**src/rtl/uart_tx_fifo.sv**
```systemverilog
// rtl/uart_tx_fifo.sv - transmit byte FIFO feeding the UART transmitter
module uart_tx_fifo #(
    parameter int DATA_WIDTH = 8,
    parameter int DEPTH      = 16,
    parameter int ADDR_WIDTH = 4
) (
    input  logic                  clk,
    input  logic                  reset,
    input  logic                  wr_en,
    input  logic [DATA_WIDTH-1:0] wr_data,
    input  logic                  flush,
    input  logic                  fifo_read_tx,
    output logic [DATA_WIDTH-1:0] tx_dout_reg,
    output logic                  fifo_empty,
    output logic                  fifo_full,
    output logic [ADDR_WIDTH:0]   level,
    output logic                  overflow,
    input  logic                  clr_overflow
);

    localparam logic [ADDR_WIDTH:0] DEPTH_L = (ADDR_WIDTH+1)'(DEPTH);

    logic [DATA_WIDTH-1:0] mem [DEPTH];
    logic [ADDR_WIDTH-1:0] wr_ptr;
    logic [ADDR_WIDTH-1:0] rd_ptr;
    logic [ADDR_WIDTH:0]   level_next;
    logic                  push;
    logic                  pop;
    logic                  ovf_set;

    // A full FIFO still accepts a write when the same cycle pops the oldest entry.
    assign pop     = !fifo_read_tx && !fifo_empty;
    assign push    = wr_en && (!fifo_full || pop);
    assign ovf_set = wr_en && fifo_full && !pop;

    always_comb begin
        level_next = level;
        if (push && !pop) begin
            level_next = level + 1'b1;
        end else if (pop && !push) begin
            level_next = level - 1'b1;
        end
    end

    always_ff @(posedge clk) begin
        if (push && !flush) begin
            mem[wr_ptr] <= wr_data;
        end
    end

    // Flush clears occupancy only; the transmitter may still be latching tx_dout_reg.
    always_ff @(posedge clk or posedge reset) begin
        if (reset) begin
            wr_ptr      <= '0;
            rd_ptr      <= '0;
            level       <= '0;
            tx_dout_reg <= '0;
            fifo_empty  <= 1'b1;
            fifo_full   <= 1'b0;
            overflow    <= 1'b0;
        end else if (flush) begin
            wr_ptr     <= '0;
            rd_ptr     <= '0;
            level      <= '0;
            fifo_empty <= 1'b1;
            fifo_full  <= 1'b0;
        end else begin
            if (push) begin
                wr_ptr <= wr_ptr + 1'b1;
            end
            if (pop) begin
                rd_ptr      <= rd_ptr + 1'b1;
                tx_dout_reg <= mem[rd_ptr];
            end
            level      <= level_next;
            fifo_empty <= (level_next == '0);
            fifo_full  <= (level_next == DEPTH_L);
            if (ovf_set) begin
                overflow <= 1'b1;
            end else if (clr_overflow) begin
                overflow <= 1'b0;
            end
        end
    end

endmodule

```
**config.mk**
```make
export PLATFORM = sky130hd
export DESIGN_NAME = uart_tx_fifo
export DESIGN_NICKNAME = d
export VERILOG_FILES = /design/src/rtl/uart_tx_fifo.sv
export SDC_FILE = /design/constraint.sdc
export NUM_CORES = 1
export LEC_CHECK = 0
export CAP_MARGIN = 20
export CELL_PAD_IN_SITES_DETAIL_PLACEMENT = 1
export CELL_PAD_IN_SITES_GLOBAL_PLACEMENT = 1
export CORE_ASPECT_RATIO = 0.75
export CORE_MARGIN = 8
export CORE_UTILIZATION = 40
export DETAILED_ROUTE_END_ITERATION = 7
export HOLD_SLACK_MARGIN = 0.03
export MAX_ROUTING_LAYER = met4
export PLACE_DENSITY_LB_ADDON = 0.12
export SKIP_CTS_REPAIR_TIMING = 1
export SYNTH_ARGS = -nofsm -noshare
export SYNTH_HDL_FRONTEND = slang
export SYNTH_SLANG_ARGS = --single-unit
```
**constraint.sdc**
```tcl
create_clock -name clk -period 4.25 [get_ports clk]
set_input_delay 0.6375 -clock clk [delete_from_list [all_inputs] [get_ports clk]]
set_output_delay 0.6375 -clock clk [all_outputs]
set_load 0.005 [all_outputs]
```
* After elaboration in Yosys (flattened, before gate mapping) *
Memories as Yosys holds them, arrays and structs flattened. A register that Yosys moved wholly into a read port is not among the register bits.
Cells that the tools add are included.

operators by class
  add/subtract/negate cells = 4
  multiply operators = 0
  divide/modulo/power cells = 0
  $lt $le $gt $ge = 0
  equal/unequal tests = 1
  shift-type cells = 0
  multiplexer cells = 13
  bitwise gates (word level) = 1
  reductions and logical operators = 20

operators with widths
  operator                                           number
  two-way mux 4 bit                                  4
  two-way mux 5 bit                                  3
  adder 4 x 1 -> 4 bit (second input constant)       2
  logical AND 1 bit                                  7
  zero test 1 bit                                    6
  two-way mux 1 bit                                  6
  nonzero test 2 bit                                 3
  adder 5 x 1 -> 5 bit (second input constant)       1
  == test 5 bit (second input constant)              1
  zero test 5 bit                                    1
  subtractor 5 x 1 -> 5 bit (second input constant)  1
  AND reduction 2 bit                                2
  logical OR 1 bit                                   1
  NOT 1 bit                                          1

word-level totals
  bits in registers = 16
  bits in latches = 0
  RAM bits = 128
  memory bits (read-only) = 0
  input port bits = 14
  word-level logic and storage cells = 46
  memories = 1

memories
  memory  depth  width  rd ports  clocked after Yosys merged registers in  wr ports  line  source
  mem     16     8      1         1                                        1         23    logic [DATA_WIDTH-1:0] mem [DEPTH];

* Depth between registers and ports, before layout *
  word-level depth = 10
  gate-level depth with buffers = 7
  gate-level depth less buffers = 7

* Worst setup path before layout *
Ideal clock, no wire load.

  kind = input-to-reg
  from = input port fifo_read_tx
  to = memory mem[0][0] (enable)
  arrival = 1.981 ns
  data required time = 3.867 ns
  setup slack = 1.886 ns
  cell stages on the path = 5
  cell sequence = or2_1 -> buf_2 -> a21oi_1 -> nand2_1 -> nor3_1

on the way
  cells in the longest elaborated chain, start to end = 7

RTL lines
  item                                     line  source
  from (decl)                              12    input logic fifo_read_tx,
  zero test 1 bit                          32    assign pop = !fifo_read_tx && !fifo_empty;
  logical AND 1 bit                        32
  logical OR 1 bit                         33    assign push = wr_en && (!fifo_full || pop);
  logical AND 1 bit                        33
  logical AND 1 bit                        46    if (push && !flush) begin
  two-way mux 1 bit                        46
  two-way mux 1 bit (not written as such)  47    mem[wr_ptr] <= wr_data;
  to (decl)                                23

Every way passes these cells.

* Final worst setup path *
  from = input port wr_en
  to = memory mem[5][7] (enable)

on the way
  cells in the longest elaborated chain, start to end = 4

RTL lines
  item                                     line  source
  from (decl)                              9     input logic wr_en,
  logical AND 1 bit                        33
  logical AND 1 bit                        46
  two-way mux 1 bit                        46
  two-way mux 1 bit (not written as such)  47

Every way passes these cells.

==> results.toml <==
[cts]
cts-root-buf = "clkbuf_16"
htreeDepth = 4
cts_tree = "built"
cts_sinks = 152
clk_pin_slew_ps = 60
cts_buffer_depth = 2
cts_buffers = 17
clk_latency_ps = 420

[logic_synthesis]
synthArstFlopShare_pct = 15.79
avgSynthCellArea_um2 = 16.39
yosysWarnings = 0
yosysSeqAreaShare_pct = 71.00
synth_ff_type = "edfxtp_1"
syn_area_um2 = 6261
syn_inst = 382
synth_edf_count = 128
synth-seq-cells = 152
synthesis.nets = 403
synth_cell_types = 42
yosysTopAreaCell = "edfxtp_1"
synth.area.top_cells = "edfxtp_1 (61%), dfrtp_1 (9.2%), mux4_2 (5.8%), mux2i_1 (4.3%), mux2_2 (3.1%)"
synth_top_area_share_pct = 61.39

[power_and_ir_drop]
ir_drop_mv = 0.2727
p_leak_nw = 2.420
power_density_nw_per_um2 = 488.9
power_frac_clock_pct = 38.3
power_switching_share_pct = 23.29
comb_power_share_pct = 13.2
p_int_mw = 2.760
switching_power_mw = 0.8379
pwr-share-seq_pct = 48.5

[job]
maxCapViolations = 0

[timing]
tightest_slew_ps = 806.8
slew_viol_final = 0
slew_headroom_pct = 46.02
finalSetupViolations = 0
min_period_ps = 2766
rsz0062_at_grt = "false"
setup_tns_ps = 0
fin_skew_ps = 8.113
fmax_mhz = 361.5
hold_viol = 0
fin_crit_sh_pct = 65.09

[route]
vias = 3351
drt_first_pass_iters = 4
viasPerCell = 5.236
wire_per_inst_um = 22.32
drt_iter0_drc = 279
drc = 0
routed_wl_um = 14280
ant_nets = 0

[critical_path]
crit_family = "simple AND/OR/NAND/NOR gates"
crit_buf_inv = 1
crit_fanout = 11
worstPathArrival_ps = 2810
crit_slowest_cell = "clkdlybuf4s50_1"
crit_path_end_kind = "flop"
crit_required_ps = 4300
cp-start-kind = "primary input"
path_class = "in2reg"
crit_chain = "clkdlybuf4s50_1 > or2b_1 > a21oi_1 > nand2_1 > nor2_1"
cpPeakStageDelay_ps = 710

[layout]
area_growth_pct = 17.53
largest_reg_flops = 128
fillers = 1453
multi_input_area_um2 = 1698
final_area_um2 = 7358
antenna_cells = 0
drive_gt1_share_pct = 17.24
fin_util_pct = 48.18
layout.nets = 443
ff_latch_area_um2 = 4447
layout_commonest_cell = "edfxtp_1"
layout_common_cells = "edfxtp_1 (128), nor2_1 (31), clkdlybuf4s50_1 (29)"

[die]
core_area_um2 = 15270
start_util_pct = 40.99
ioPinCount = 30
dieArea_um2 = 19950
dieWidth_um = 160.5
die_h_um = 124.4
num_rows = 39

[global_routing]
grt.total_usage_pct = 15.30
grt_first_pass_wirelength_um = 22140
grt_remaining_overflow = 0
antenna_found_initial = 0
grt_max_degree = 44
first_global_vias = 3618

[placed_design]
port_buffers = 29
place_congestion = 0.7601
place_area_um2 = 6793
dp_hpwl_um = 9734

[hold_path]
hp-class = "in2async"

[run_status]
status = "finished, final reports clean"
[through the flow]
stage | power, mW | cells | hold slack (ps) | setup slack, ps
after floorplan | 2.041 | 382 | 493.9 | 1886
after global placement | 2.251 | 607 | 558.7 | 1158
after detailed placement | 2.261 | 607 | 547.0 | 980.2
after CTS | 3.639 | 639 | 571.9 | 1415
after global routing | 3.735 | 640 | 446.7 | 1381
final | 3.598 | 640 | 433.5 | 1484
[per-layer routing]
| metal | GRT usage [%] | wire length, um | up-vias |
|---|---|---|---|
| met5 | - | 0 | - |
| li1 | - | - | 1552 |
| met2 | 22.85 | 6756 | 45 |
| met3 | 3.600 | 497 | 14 |
| met4 | 4.770 | 170 | 0 |
| met1 | 20.40 | 6859 | 1740 |
[kinds of logic after synthesis]
| group | share of synthesized area [%] |
|---|---|
| multiplexers | 13.37 |
| XOR/XNOR | 1.119 |
| AND/OR/NAND/NOR | 6.015 |
| AO/OA/AOI/OAI | 5.216 |
| buffers and inverters | 1.879 |
| flip-flops | 71.00 |
| adder cells (fa/ha/maj) | 1.399 |
[power groups by stage]
| stage | registers, mW | logic [mW] | clock network, mW |
|---|---|---|---|
| after floorplan | 1.75 | 0.288 | 0 |
| after global placement | 1.77 | 0.479 | 0 |
| after detailed placement | 1.77 | 0.486 | 0 |
| after CTS | 1.75 | 0.487 | 1.41 |
| after global routing | 1.75 | 0.524 | 1.46 |
| final | 1.74 | 0.476 | 1.38 |
[cells in the mapped netlist (11+ instances only)]
cell type and n:
o21ai_0 12, mux4_2 16, edfxtp_1 128, nor2_1 31, dfrtp_1 23, mux2_2 17, a21oi_1 12, nand2_1 11
mux2i_1 27, nor3_1 13
[final timing paths]
check | from | to | slack [ps] | cells past startpoint
max | wr_en | mem[5][7]$_DFFE_PP_ | 1480 | 5
min | reset | tx_dout_reg[7]$_DFFE_PP0P_ | 430 | 2
max reg2reg | rd_ptr[0]$_DFFE_PP0P_ | tx_dout_reg[3]$_DFFE_PP0P_ | 1670 | 6
min reg2reg | overflow$_DFFE_PP0P_ | overflow$_DFFE_PP0P_ | 570 | 2
max in group asynchronous | reset | fifo_empty$_DFF_PP1_ | 3340 | 3
min in group clk | overflow$_DFFE_PP0P_ | overflow$_DFFE_PP0P_ | 570 | 2
[final cells by class]
cell class / instances / area share (%)
Inverter: 7 / 0.3571
Tap cell: 205 / 3.486
Sequential cell: 152 / 60.43
Clock buffer: 24 / 6.274
Multi-Input combinational cell: 204 / 23.07
Clock inverter: 8 / 1.037
Timing Repair Buffer: 40 / 5.339
No activity file was read; power rests on OpenSTA's default activity.
